<file path="src/rtl/datapath_unit.sv">
// ---------------------------------------------------------------------------
// datapath_unit
//
// Execution datapath that sits behind control_unit. It holds accumulator A
// and operand register B, executes the one-cycle ctl_* strobes, drives the
// data-memory port (address = B, write data = A) and buffers ctl_out values
// toward the host through an output queue.
//
// Configuration macro: DATAPATH_OUT_FIFO_EN
//   defined   -> output queue is an OUT_DEPTH-entry circular FIFO
//   undefined -> output queue is a single holding register (depth 1)
//
// Ports
//   clk, reset           clock; synchronous active-high reset
//   arg                  operand word from control_unit
//   ctl_*                execute strobes (hlt, arg, nad, shl, shr, acc,
//                        out, read, write), one cycle wide
//   alu_is_zero          A == 0, back to control_unit
//   dmem_addr/wdata      data-memory address (B) and write data (A)
//   dmem_rd_en/wr_en     data-memory read / write enables
//   dmem_rdata           synchronous read data, valid one cycle after rd_en
//   out_data/out_valid   head of the output queue / queue non-empty
//   out_ready            host accepts the head entry
//   halted               sticky after ctl_hlt
//   out_overflow         sticky: a ctl_out value was dropped (queue full)
// ---------------------------------------------------------------------------
module datapath_unit #(
  parameter int WIDTH     = 16,
  parameter int OUT_DEPTH = 4
) (
  input  logic             clk,
  input  logic             reset,
  input  logic [WIDTH-1:0] arg,
  input  logic             ctl_hlt,
  input  logic             ctl_arg,
  input  logic             ctl_nad,
  input  logic             ctl_shl,
  input  logic             ctl_shr,
  input  logic             ctl_acc,
  input  logic             ctl_out,
  input  logic             ctl_read,
  input  logic             ctl_write,
  output logic             alu_is_zero,
  output logic [WIDTH-1:0] dmem_addr,
  output logic             dmem_rd_en,
  output logic             dmem_wr_en,
  output logic [WIDTH-1:0] dmem_wdata,
  input  logic [WIDTH-1:0] dmem_rdata,
  output logic [WIDTH-1:0] out_data,
  output logic             out_valid,
  input  logic             out_ready,
  output logic             halted,
  output logic             out_overflow
);

  typedef enum logic [3:0] {
    OP_NONE  = 4'd0,
    OP_HLT   = 4'd1,
    OP_READ  = 4'd2,
    OP_WRITE = 4'd3,
    OP_OUT   = 4'd4,
    OP_ARG   = 4'd5,
    OP_ACC   = 4'd6,
    OP_NAD   = 4'd7,
    OP_SHL   = 4'd8,
    OP_SHR   = 4'd9
  } op_e;

  op_e              op_s;
  logic [WIDTH-1:0] a_r;
  logic [WIDTH-1:0] b_r;
  logic             rd_pending_r;
  logic             push_s;
  logic             pop_s;
  logic             accept_s;

  // Pick the single winning strobe; everything is ignored once halted.
  always_comb begin
    op_s = OP_NONE;
    if (halted)         op_s = OP_NONE;
    else if (ctl_hlt)   op_s = OP_HLT;
    else if (ctl_read)  op_s = OP_READ;
    else if (ctl_write) op_s = OP_WRITE;
    else if (ctl_out)   op_s = OP_OUT;
    else if (ctl_arg)   op_s = OP_ARG;
    else if (ctl_acc)   op_s = OP_ACC;
    else if (ctl_nad)   op_s = OP_NAD;
    else if (ctl_shl)   op_s = OP_SHL;
    else if (ctl_shr)   op_s = OP_SHR;
    else                op_s = OP_NONE;
  end

  // Memory port and status outputs are direct views of the registers.
  assign alu_is_zero = (a_r == {WIDTH{1'b0}});
  assign dmem_addr   = b_r;
  assign dmem_wdata  = a_r;
  assign dmem_rd_en  = ctl_read && !halted;
  assign dmem_wr_en  = ctl_write && !halted;

  // Accumulator, operand register, load tracking and halt flag.
  always_ff @(posedge clk) begin
    if (reset) begin
      a_r          <= {WIDTH{1'b0}};
      b_r          <= {WIDTH{1'b0}};
      rd_pending_r <= 1'b0;
      halted       <= 1'b0;
    end else begin
      // An A-writing strobe in the load cycle overrides the returning data.
      case (op_s)
        OP_NAD:  a_r <= ~(a_r & b_r);
        OP_SHL:  a_r <= {a_r[WIDTH-2:0], 1'b0};
        OP_SHR:  a_r <= {1'b0, a_r[WIDTH-1:1]};
        default: begin
          if (rd_pending_r) a_r <= dmem_rdata;
          else              a_r <= a_r;
        end
      endcase

      case (op_s)
        OP_ARG:  b_r <= arg;
        OP_ACC:  b_r <= a_r;
        default: b_r <= b_r;
      endcase

      // A pending load still lands after halt; a new read re-arms.
      rd_pending_r <= (op_s == OP_READ);

      if (op_s == OP_HLT) halted <= 1'b1;
      else                halted <= halted;
    end
  end

  assign push_s = (op_s == OP_OUT);
  assign pop_s  = out_valid && out_ready;

`ifdef DATAPATH_OUT_FIFO_EN

  localparam int PW = (OUT_DEPTH > 1) ? $clog2(OUT_DEPTH) : 1;
  localparam int CW = $clog2(OUT_DEPTH + 1);
  localparam logic [CW-1:0] FULL_CNT = CW'(OUT_DEPTH);

  logic [WIDTH-1:0] q_mem_r [OUT_DEPTH];
  logic [PW-1:0]    rd_ptr_r;
  logic [PW-1:0]    wr_ptr_r;
  logic [CW-1:0]    count_r;
  logic             full_s;

  assign full_s = (count_r == FULL_CNT);
  // A pop in the same cycle frees the slot the push needs.
  assign accept_s = push_s && (!full_s || pop_s);

  // Queue storage; contents are don't-care while the slot is empty.
  always_ff @(posedge clk) begin
    if (accept_s) q_mem_r[wr_ptr_r] <= a_r;
  end

  // Pointers, occupancy and overflow flag; pointers wrap at OUT_DEPTH.
  always_ff @(posedge clk) begin
    if (reset) begin
      rd_ptr_r     <= {PW{1'b0}};
      wr_ptr_r     <= {PW{1'b0}};
      count_r      <= {CW{1'b0}};
      out_overflow <= 1'b0;
    end else begin
      if (accept_s) wr_ptr_r <= wr_ptr_r + PW'(1);
      else          wr_ptr_r <= wr_ptr_r;

      if (pop_s) rd_ptr_r <= rd_ptr_r + PW'(1);
      else       rd_ptr_r <= rd_ptr_r;

      case ({accept_s, pop_s})
        2'b10:   count_r <= count_r + CW'(1);
        2'b01:   count_r <= count_r - CW'(1);
        default: count_r <= count_r;
      endcase

      if (push_s && full_s && !pop_s) out_overflow <= 1'b1;
      else                            out_overflow <= out_overflow;
    end
  end

  // Head of queue straight from storage; zero when empty.
  always_comb begin
    out_valid = (count_r != {CW{1'b0}});
    if (out_valid) out_data = q_mem_r[rd_ptr_r];
    else           out_data = {WIDTH{1'b0}};
  end

`else

  localparam int OUT_DEPTH_UNUSED = OUT_DEPTH;

  logic [WIDTH-1:0] hold_data_r;
  logic             hold_valid_r;

  assign accept_s = push_s && (!hold_valid_r || pop_s);

  // Single holding register in place of the FIFO.
  always_ff @(posedge clk) begin
    if (reset) begin
      hold_data_r  <= {WIDTH{1'b0}};
      hold_valid_r <= 1'b0;
      out_overflow <= 1'b0;
    end else begin
      if (accept_s) begin
        hold_data_r  <= a_r;
        hold_valid_r <= 1'b1;
      end else if (pop_s) begin
        hold_data_r  <= hold_data_r;
        hold_valid_r <= 1'b0;
      end else begin
        hold_data_r  <= hold_data_r;
        hold_valid_r <= hold_valid_r;
      end

      if (push_s && hold_valid_r && !pop_s) out_overflow <= 1'b1;
      else                                  out_overflow <= out_overflow;
    end
  end

  // Holding register view; zero when empty.
  always_comb begin
    out_valid = hold_valid_r;
    if (hold_valid_r) out_data = hold_data_r;
    else              out_data = {WIDTH{1'b0}};
  end

`endif

endmodule

</file>
<file path="config.mk">
export PLATFORM = sky130hd
export DESIGN_NAME = datapath_unit
export DESIGN_NICKNAME = d
export VERILOG_FILES = /design/src/rtl/datapath_unit.sv
export SDC_FILE = /design/constraint.sdc
export NUM_CORES = 1
export LEC_CHECK = 0
export ABC_AREA = 1
export ABC_CLOCK_PERIOD_IN_PS = 3750
export CORE_AREA = 5 5 78 94
export DETAILED_ROUTE_END_ITERATION = 6
export DIE_AREA = 0 0 83 99
export MAX_ROUTING_LAYER = met4
export PLACE_DENSITY = 0.92
export SYNTH_ARGS = -nofsm -noshare
export SYNTH_HDL_FRONTEND = slang
export SYNTH_SLANG_ARGS = --single-unit
</file>
<file path="constraint.sdc">
create_clock -name clk -period 3.75 [get_ports clk]
set_input_delay 0.5625 -clock clk [delete_from_list [all_inputs] [get_ports clk]]
set_output_delay 0.5625 -clock clk [all_outputs]
set_load 0.05 [all_outputs]
</file>
Yosys cells after proc, flatten, opt, wreduce, memory -nomap -nowiden
Cells that the tools add are included.

storage, ports and cells
  bits in registers = 52
  latch bits = 0
  RAM bits = 0
  memory bits (read-only) = 0
  input port bits = 44
  output and inout bits = 54
  word-level logic and storage cells = 47
  memories kept = 0

cells by class
  $add $sub $neg = 0
  multipliers = 0
  divide/modulo/power cells = 0
  $lt $le $gt $ge = 0
  equality and inequality tests = 8
  shift-type cells = 0
  muxes and demuxes = 16
  bitwise operators = 2
  reduce and logical (&&, ||, !) cells = 14

operators by type and width
  cell                                                              count
  16-bit case mux with 3 select lines                               1
  4-bit 2-to-1 mux                                                  10
  16-bit 2-to-1 mux                                                 2
  16-bit case mux with 2 select lines                               1
  16-bit AND                                                        1
  4-bit by 3-bit == test with 1-bit output (second input constant)  4
  16-bit zero test                                                  1
  16-bit inverter                                                   1
  4-bit == test (second input constant)                             2
  1-bit logical AND                                                 6
  4-bit by 1-bit == test with 1-bit output (second input constant)  1
  4-bit by 2-bit == test with 1-bit output (second input constant)  1
  2-bit nonzero test                                                2
  4-bit nonzero test                                                1
  1-bit zero test                                                   3
  1-bit 2-to-1 mux                                                  2
  1-bit logical OR                                                  1

Longest topological paths before layout
Gate-level depths: netlist of the first run.

  depth in word-level cells = 13
  gate-level depth with buffers = 16
  depth with buffers taken out = 15

Worst setup path after synthesis of the first run
Ideal clock, no wire load.

  kind = reg-to-output
  from = register a_r[1], in the netlist dmem_wdata[1]
  to = output alu_is_zero
  arrival time = 2.331 ns
  data required time = 3.188 ns
  setup slack = 0.856 ns
  stages on the path, launching flop included = 4
  cells stage by stage = dfxtp_1 -> inv_1 -> nand4_1 -> nor4_1

between the ends
  word-level cells in the longest chain between the ends = 1

ends and longest elaborated chain
  item                    RTL line  source
  from (decl)             70        logic [WIDTH-1:0] a_r;
  from (signal assigned)  103       a_r <= {WIDTH{1'b0}};
  from (signal assigned)  110       OP_NAD: a_r <= ~(a_r & b_r);
  from (signal assigned)  111       OP_SHL: a_r <= {a_r[WIDTH-2:0], 1'b0};
  16-bit zero test        94        assign alu_is_zero = (a_r == {WIDTH{1'b0}});
  to (decl)               43        output logic alu_is_zero,

Every way passes these cells.

Final worst setup path of the first run
Ends and elaborated chain as after synthesis.

==> flow_metrics.env, run 1 <==
export IMPL_num_antenna_cells=0
export IMPL_clock_fmax_mhz=368.0
export IMPL_crit_buf_inv=2
export IMPL_wl_met1_mm=3.762
export IMPL_r2r_end="dmem_wdata[1]$_SDFFE_PP0P_"
export IMPL_place_inst=646
export IMPL_grtUsageTotal_pct=23.20
export IMPL_viasPerCell=5.441
export IMPL_instances_no_fill=653
export IMPL_place_ws_ns=0.9024
export IMPL_routed_top_layer="met4"
export IMPL_path_class="reg2out"
export IMPL_clock_path_buffers=2
export IMPL_hold_viol_final=0
export IMPL_hold_slack_ns=0.4656
export IMPL_portBuffers=97
export IMPL_drt_wl_total_mm=9.317
export IMPL_drive_gt1_share_pct=6.514
export IMPL_fillers=579
export IMPL_arrival_ns=2.15
export IMPL_dr_wl_met3_um=637
export IMPL_path_max_fanout=6
export IMPL_dieArea_um2=8217
export IMPL_worst_pin_slew_ns=0.7088
export IMPL_gp_congestion=0.8390
export IMPL_ys_seq_elements=52
export IMPL_io_pins=98
export IMPL_wl_met2_mm=4.729
export IMPL_setup_violations=0
export IMPL_overflow=0
export IMPL_relSlewSlack_pct=52.70
export IMPL_drt_iter0_drc=302
export IMPL_worst_r2r_setup_slack_ns=1.60
export IMPL_antenna_found_initial=0
export IMPL_period_needed_ns=2.717
export IMPL_tritoncts="built"
export IMPL_initial_core_util_pct=48.36
export IMPL_crit_family="buffers and inverters"
export IMPL_powerDensity_nw_per_um2=288.7
export IMPL_cap_violations=0
export IMPL_clkTransAtPathRegs_ns=0.09
export IMPL_status="complete, no violations"
export IMPL_worstSkewPairLatency_ns=0.30
export IMPL_core_um2=6326
export IMPL_drtAntennaViolNets=0
export IMPL_reg2reg_from="halted$_SDFFE_PP0N_"
export IMPL_syn_area_um2=3059
export IMPL_cts_resized=0
export IMPL_start_kind="flip-flop"
export IMPL_hp_start="hold_data_r[4]$_SDFFE_PP0P_"
export IMPL_cts_root_buffer="clkbuf_8"
export IMPL_syn_nets=528
export IMPL_min_path_type="reg2reg"
export IMPL_reg2reg_depth=12
export IMPL_grt_pass1_wl_mm=15.68
export IMPL_vias=3553
export IMPL_post_cts_buffers=0
export IMPL_ir_drop_v=0.0002328
export IMPL_critPathCaptureType="output pin"
export IMPL_fin_skew_ns=0.008159
export IMPL_firstDrtPassIters=7
export IMPL_die_h_um=99
export IMPL_leakage_uw=0.001768
export IMPL_hold_depth=2
export IMPL_finalWorstSetupSlack_ns=1.033
export IMPL_ys_types=32
export IMPL_rsz0062_at_grt="false"
export IMPL_cts_buffers=5
export IMPL_die_w_um=83
export IMPL_timing_final_crit_share_pct=72.46
export IMPL_setup_tns_ns=0
export IMPL_grt_max_degree=34
export IMPL_dp_final_hpwl_mm=7.079
export IMPL_wire_per_inst_um=14.27
export IMPL_cts_htree_levels=2
export IMPL_drc=0
export IMPL_clock_sinks=52
export IMPL_rows=32
export IMPL_holdBufCountCts=0
export IMPL_drv_slew=0
export IMPL_hold_end="hold_data_r[4]$_SDFFE_PP0P_"
export IMPL_synth_area_per_cell_um2=6.321
export IMPL_worst_path_max_delay_cell="clkdlybuf4s50_1"
export IMPL_synthToLayoutAreaGrowth_pct=35.21
export IMPL_path_cells="inv_1, nand4_1, nor4_1, clkdlybuf4s50_1"
export IMPL_postLayoutCoreUtil_pct=65.39
export IMPL_ys_warnings_count=0
export IMPL_grt_pass1_vias=3391
export IMPL_layout_nets=612
export IMPL_netlist_instances=484
export IMPL_slowest_delay_ns=0.87
export IMPL_crit_required_ns=3.19
export IMPL_ys_seq_area_share_pct=34.03
==> tightest hold or removal path, cell delays in order, from the launching register on <==
cell and delay (ns):
dfxtp_1 0.32, nand2_1 0.06, a21oi_1 0.05
==> placed cells by master (no fill, tap or decap) <==
cell,synthesis,layout
clkinv_4,0,1
a21oi_4,1,1
a21oi_1,25,25
a21oi_2,1,1
nand3_1,20,20
o21ai_2,1,1
nand2_1,131,131
nand3_4,2,2
a21o_1,1,1
nor4_1,1,1
nand4_2,1,1
inv_4,1,1
o21ai_1,10,10
nor2_1,52,52
dfxtp_1,52,52
nand2_2,6,6
nor3_1,1,1
clkbuf_8,0,6
nor2_8,1,1
nand4_1,41,41
nor2_2,3,3
clkdlybuf4s50_1,0,97
inv_1,59,59
buf_4,3,4
nor2_4,1,1
inv_2,4,4
a31oi_1,1,1
nor3_2,2,2
o21ai_0,39,39
nand2_4,2,2
clkinv_1,1,1
==> cells in the mapped netlist, drive strengths merged <==
| cell type | count | area, µm² |
|---|---|---|
| clkbuf | 14 | 52.55 |
| nor2 | 57 | 245.2 |
| clkinv | 1 | 3.750 |
| a21o | 1 | 7.510 |
| o21ai | 50 | 254.0 |
| nand3 | 22 | 135.1 |
| nor4 | 1 | 6.260 |
| inv | 64 | 242.7 |
| a21oi | 27 | 150.2 |
| buf | 10 | 68.81 |
| nor3 | 3 | 25.02 |
| dfxtp | 52 | 1041 |
| a31oi | 1 | 6.260 |
| nand2 | 139 | 551.8 |
| nand4 | 42 | 269.0 |
==> kinds of logic (layout without fill, tap and decap cells) <==
logic type / Yosys count / after routing / synth area share, %
AND/OR/NAND/NOR: 264 / 264 / 40.29
buffers and inverters: 89 / 173 / 12.02
AO/OA/AOI/OAI: 79 / 79 / 13.66
flip-flops: 52 / 52 / 34.03
==> state kept, by name, indices dropped and copies added, names as in the netlist <==
register,cells
out_overflow,1
halted,1
hold_data_r,16
dmem_wdata,16
out_valid,1
dmem_addr,16
rd_pending_r,1
==> power breakdown <==
| part | total [µW] | switching, µW | leakage (µW) | internal (µW) |
|---|---|---|---|---|
| clock | 324 | 176 | 0.0000473 | 147 |
| sequential | 596 | 27.3 | 0.000421 | 568 |
| combinational | 275 | 168 | 0.00130 | 106 |
==> metal layers <==
layer	up-vias	GRT usage, %
li1	1734	-
met1	1619	27.18
met2	179	40.06
met3	21	3.763
met4	0	8.302
met5	-	-
==> final cells by class <==
| type | instances | area [µm²] | area share (%) |
|---|---|---|---|
| timing repair buffer | 101 | 1001 | 24.20 |
| sequential | 52 | 1041 | 25.17 |
| clock buffer | 6 | 82.58 | 1.996 |
| inverter | 65 | 246.5 | 5.959 |
| tap | 85 | 106.4 | 2.571 |
| clock inverter | 1 | 8.758 | 0.2117 |
| multi-input combinational | 343 | 1650 | 39.90 |
==> worst max-delay path by stage <==
stage / startpoint / endpoint / slack [ns] / cells past startpoint
finish: dmem_wdata[1]$_SDFFE_PP0P_ / alu_is_zero / 1.03 / 4
floorplan: dmem_wdata[1]$_SDFFE_PP0P_ / alu_is_zero / 0.86 / 3
detailed placement: ctl_shl / hold_data_r[10]$_SDFFE_PP0P_ / 0.90 / 16
global route: dmem_wdata[2]$_SDFFE_PP0P_ / alu_is_zero / 0.90 / 4
global placement: ctl_shl / hold_data_r[11]$_SDFFE_PP0P_ / 1.03 / 16
CTS: dmem_wdata[2]$_SDFFE_PP0P_ / alu_is_zero / 1.03 / 4
==> stage by stage <==
stage | power [µW] | area [µm²]
after floorplan | 766.0 | 3059
after global placement | 873.0 | 4045
after detailed placement | 879.6 | 4045
after CTS | 1199 | 4136
after global routing | 1251 | 4136
final | 1194 | 4136
Note: power is estimated with default switching activity, not from simulation.
==> run 2: changes to the inputs <==
ABC_CLOCK_PERIOD_IN_PS = 2840   (was 3750)
CORE_AREA = 5 5 80 97   (was 5 5 78 94)
DIE_AREA = 0 0 85 102   (was 0 0 83 99)
PLACE_DENSITY = 0.87   (was 0.92)
clock period = 2.84 ns   (was 3.75 ns; I/O delays follow)
==> run 2 against run 1 <==
Combinational power is 40% higher. Via count is 1.1% higher. Clock skew is 0.0020 ns higher. Setup slack worse by 0.86 ns. Critical endpoint unchanged.
==> flow_metrics.env, run 2 (synthesis results as in run 1) <==
export IMPL_clock_fmax_mhz=374.4
export IMPL_setup_violations=0
export IMPL_slowest_delay_ns=0.87
export IMPL_hold_depth=2
export IMPL_hold_end="out_overflow$_SDFFE_PP0P_"
export IMPL_worst_pin_slew_ns=0.6987
export IMPL_wire_per_inst_um=14.51
export IMPL_die_h_um=102
export IMPL_register_area_um2=1041
export IMPL_instances_no_fill=667
export IMPL_reg2reg_from="halted$_SDFFE_PP0N_"
export IMPL_synthToLayoutAreaGrowth_pct=37.91
export IMPL_drc=0
export IMPL_worstSkewPairLatency_ns=0.32
export IMPL_crit_required_ns=2.41
export IMPL_dp_final_hpwl_mm=7.249
export IMPL_post_cts_buffers=0
export IMPL_initial_core_util_pct=45.74
export IMPL_grt_max_degree=33
export IMPL_path_max_fanout=6
export IMPL_worst_path_max_delay_cell="clkdlybuf4s50_1"
export IMPL_status="complete, no violations"
export IMPL_drive_gt1_share_pct=8.276
export IMPL_hold_viol_final=0
export IMPL_r2r_end="dmem_wdata[3]$_SDFFE_PP0P_"
export IMPL_fin_skew_ns=0.01012
export IMPL_core_um2=6689
export IMPL_arrival_ns=2.25
export IMPL_vias=3592
export IMPL_num_antenna_cells=0
export IMPL_start_kind="flip-flop"
export IMPL_firstDrtPassIters=5
export IMPL_critPathCaptureType="output pin"
export IMPL_place_ws_ns=0.3109
export IMPL_grt_pass1_wl_mm=15.93
export IMPL_period_needed_ns=2.671
export IMPL_overflow=0
export IMPL_holdBufCountCts=0
export IMPL_path_class="reg2out"
export IMPL_hp_start="out_overflow$_SDFFE_PP0P_"
export IMPL_rsz0062_at_grt="false"
export IMPL_setup_tns_ns=0
export IMPL_layout_nets=623
export IMPL_gp_congestion=0.9272
export IMPL_clock_path_buffers=2
export IMPL_cts_resized=0
export IMPL_min_path_type="reg2reg"
export IMPL_reg2reg_depth=11
export IMPL_setup_worst_path_start="dmem_wdata[1]$_SDFFE_PP0P_"
export IMPL_drtAntennaViolNets=0
export IMPL_drt_wl_total_mm=9.675
export IMPL_antenna_found_initial=0
export IMPL_die_w_um=85
export IMPL_tritoncts="built"
export IMPL_worst_r2r_setup_slack_ns=0.91
export IMPL_cts_buffers=5
export IMPL_fillers=619
export IMPL_drv_slew=0
export IMPL_clkTransAtPathRegs_ns=0.10
export IMPL_powerDensity_nw_per_um2=377.2
export IMPL_cap_violations=0
export IMPL_layout_common_cells="nand2_1 (131), clkdlybuf4s50_1 (97), inv_1 (59)"
export IMPL_relSlewSlack_pct=53.37
export IMPL_drt_iter0_drc=390
export IMPL_cts_root_buffer="clkbuf_8"
export IMPL_clock_sinks=52
export IMPL_ir_drop_v=0.0002812
export IMPL_portBuffers=97
export IMPL_path_cells="inv_1, nand4_1, nor4_1, clkdlybuf4s50_1"
export IMPL_multi_input_comb_area_um2=1650
export IMPL_rows=33
export IMPL_final_common_cell="nand2_1"
export IMPL_grt_pass1_vias=3453
export IMPL_viasPerCell=5.385
export IMPL_finalWorstSetupSlack_ns=0.1689
export IMPL_io_pins=98
export IMPL_place_inst=659
export IMPL_grtUsageTotal_pct=22.88
export IMPL_timing_final_crit_share_pct=94.05
export IMPL_cts_htree_levels=2
export IMPL_leakage_uw=0.001819
export IMPL_dieArea_um2=8670
run 2: cell count changes in the layout (fill, tap and decap cells not counted), sizes merged:
| cell | before | now |
|---|---|---|
| buf | 4 | 15 |
| clkinvlp | 0 | 1 |
run 2: how the worst max path moves through the flow:
stage | end | cells after the start
after CTS | alu_is_zero | 4
after global routing | alu_is_zero | 4
after detailed placement | dmem_addr[9]$_SDFFE_PP0P_ | 14
final | alu_is_zero | 4
after global placement | hold_data_r[10]$_SDFFE_PP0P_ | 16
after floorplan | alu_is_zero | 3
run 2: layer usage:
layer  global-route usage [%]  vias up  routed length [µm]
met3                    3.145       40                 823
met1                    27.45     1583                3763
met5                        -        -                   0
met2                    38.04      212                4756
met4                    10.60        0                 331
li1                         -     1757                   -
run 2: area by class of cell:
cell class,count,share of cell area [%]
multi-input combinational,343,39.12
timing repair buffer,112,25.68
sequential,52,24.67
inverter,65,5.842
tap,87,2.580
clock buffer,6,1.720
clock inverter,2,0.3855
run 2: critical path, delay by kind of cell, from the launching register on:
kind | cells | cell delay, ns
buf+inv | 2 | 1.02
simple gates | 2 | 0.49
flops | 1 | 0.41
run 2: power by group:
group / switching [µW] / internal (µW) / leakage [µW]
Clock: 252 / 176 / 0.0000414
Sequential: 29.3 / 750 / 0.000421
Combinational: 235 / 149 / 0.00136
Total: 516 / 1080 / 0.00182
run 2: per-stage QoR:
| stage | total power, µW | hold WS (ns) | util [%] | instance area, µm² |
|---|---|---|---|---|
| final | 1591 | 0.4617 | 63.08 | 4219 |
| after global routing | 1650 | 0.4873 | 63.08 | 4219 |
| after floorplan | 1011 | 0.4393 | - | 3059 |
| after detailed placement | 1175 | 0.4473 | 61.75 | 4130 |
| after global placement | 1169 | 0.4360 | 61.75 | 4130 |
| after CTS | 1593 | 0.4617 | 63.08 | 4219 |
==> run 3: changes to the inputs <==
ABC_CLOCK_PERIOD_IN_PS = 2750   (was 2840)
CAP_MARGIN = 20   (was unset)
clock period = 2.75 ns   (was 2.84 ns; I/O delays follow)
==> run 3 against run 2 <==
Wire length down 2.3%. Critical path depth unchanged. Sequential share of layout area is 0.073 points lower. Via count fell by 2.2%. Worst hold slack got worse by 0.0060 ns. Register-to-register slack lost 0.05 ns. Die area is the same. Largest cell class unchanged. Setup slack better by 0.025 ns. Combinational power up 3%. Total power increased by 4.5%.
==> flow_metrics.env, run 3 (synthesis results as in run 1) <==
export IMPL_setup_worst_path_start="dmem_wdata[1]$_SDFFE_PP0P_"
export IMPL_drive_gt1_share_pct=8.434
export IMPL_grtUsageTotal_pct=21.50
export IMPL_cts_resized=0
export IMPL_layout_nets=624
export IMPL_worstSkewPairLatency_ns=0.31
export IMPL_overflow=0
export IMPL_die_w_um=85
export IMPL_clock_sinks=52
export IMPL_path_class="reg2out"
export IMPL_num_antenna_cells=0
export IMPL_crit_required_ns=2.34
export IMPL_tritoncts="built"
export IMPL_clock_fmax_mhz=391.2
export IMPL_relSlewSlack_pct=54.67
export IMPL_leakage_uw=0.001828
export IMPL_cts_htree_levels=2
export IMPL_start_kind="flip-flop"
export IMPL_clock_path_buffers=2
export IMPL_worst_pin_slew_ns=0.6792
export IMPL_firstDrtPassIters=5
export IMPL_hold_viol_final=0
export IMPL_cap_violations=0
export IMPL_drtAntennaViolNets=0
export IMPL_status="complete, no violations"
export IMPL_vias=3513
export IMPL_setup_violations=0
export IMPL_core_um2=6689
export IMPL_powerDensity_nw_per_um2=393.1
export IMPL_period_needed_ns=2.556
export IMPL_io_pins=98
export IMPL_arrival_ns=2.14
export IMPL_crit_buf_inv=2
export IMPL_drt_iter0_drc=326
export IMPL_total_power_uw=1664
export IMPL_drt_wl_total_mm=9.454
export IMPL_clkTransAtPathRegs_ns=0.10
export IMPL_rsz0062_at_grt="false"
export IMPL_min_path_type="reg2reg"
export IMPL_grt_pass1_wl_mm=14.92
export IMPL_path_max_fanout=6
export IMPL_antenna_found_initial=0
export IMPL_grt_pass1_vias=3174
export IMPL_timing_final_crit_share_pct=92.95
export IMPL_initial_core_util_pct=45.74
export IMPL_viasPerCell=5.259
export IMPL_cts_buffers=5
export IMPL_grt_max_degree=33
export IMPL_drv_slew=0
export IMPL_final_common_cell="nand2_1"
export IMPL_ir_drop_v=0.0003079
export IMPL_drc=0
export IMPL_fillers=604
export IMPL_cts_root_buffer="clkbuf_8"
export IMPL_portBuffers=97
export IMPL_die_h_um=102
export IMPL_rows=33
export IMPL_gp_congestion=0.9386
export IMPL_slowest_delay_ns=0.87
export IMPL_post_cts_buffers=0
export IMPL_wire_per_inst_um=14.15
export IMPL_fin_skew_ns=0.01035
export IMPL_setup_tns_ns=0
export IMPL_synthToLayoutAreaGrowth_pct=38.32
export IMPL_layout_common_cells="nand2_1 (131), clkdlybuf4s50_1 (97), inv_1 (59)"
export IMPL_crit_family="buffers and inverters"
export IMPL_holdBufCountCts=0
export IMPL_dieArea_um2=8670
export IMPL_hp_start="out_overflow$_SDFFE_PP0P_"
export IMPL_reg2reg_from="halted$_SDFFE_PP0N_"
export IMPL_critPathCaptureType="output pin"
export IMPL_dp_final_hpwl_mm=7.113
export IMPL_path_cells="inv_1, nand4_1, nor4_1, clkdlybuf4s50_1"
export IMPL_worst_path_max_delay_cell="clkdlybuf4s50_1"
-- run 3: cell types whose count changed in the layout (fill, tap and decap cells not counted), sizes merged --
cell / before / now
clkbuf: 6 / 7
buf: 15 / 16
clkinv: 2 / 1
-- run 3: through the flow --
stage / cells / instance area (µm²) / util (%) / worst slack [ns] / hold WS [ns]
6_report: 668 / 4232 / 63.26 / 0.1938 / 0.4557
5_1_grt: 668 / 4232 / 63.26 / 0.09018 / 0.4801
4_1_cts: 668 / 4232 / 63.26 / 0.2038 / 0.4568
3_5_place_dp: 660 / 4138 / 61.86 / 0.3005 / 0.4429
3_3_place_gp: 660 / 4138 / 61.86 / 0.4067 / 0.4388
2_1_floorplan: 484 / 3059 / - / 0.006009 / 0.4393
-- run 3: area by class of cell --
cell class	instances	area [µm²]	share of cell area, %
Clock buffer	7	86.33	2.040
Clock inverter	1	7.507	0.1774
Inverter	65	246.5	5.825
Multi-Input combinational cell	343	1650	39.00
Sequential cell	52	1041	24.60
Tap cell	87	108.9	2.572
Timing Repair Buffer	113	1091	25.78
-- run 3: layer usage --
metal | up-vias | track usage [%] | part of all wire, %
met5 | - | - | 0
met4 | 0 | 7.552 | 2.8
met3 | 24 | 3.790 | 7.6
met2 | 176 | 34.27 | 48
met1 | 1550 | 27.47 | 42
li1 | 1763 | - | -
-- run 3: path summary, 6_finish.rpt --
path | slack, ns | depth (start not counted) | to
max | 0.19 | 4 | alu_is_zero
min reg2reg | 0.46 | 2 | out_overflow$_SDFFE_PP0P_
max reg2reg | 0.86 | 11 | dmem_wdata[2]$_SDFFE_PP0P_
min | 0.46 | 2 | out_overflow$_SDFFE_PP0P_
-- run 3: where the power goes --
group	switching (µW)	internal, µW
Sequential	27.9	775
Clock	259	205
Combinational	242	154
-- run 3: tightest hold or removal path: stages (launching register included) --
cell and delay [ns]:
dfxtp_1 0.32, inv_1 0.05, a21oi_1 0.05
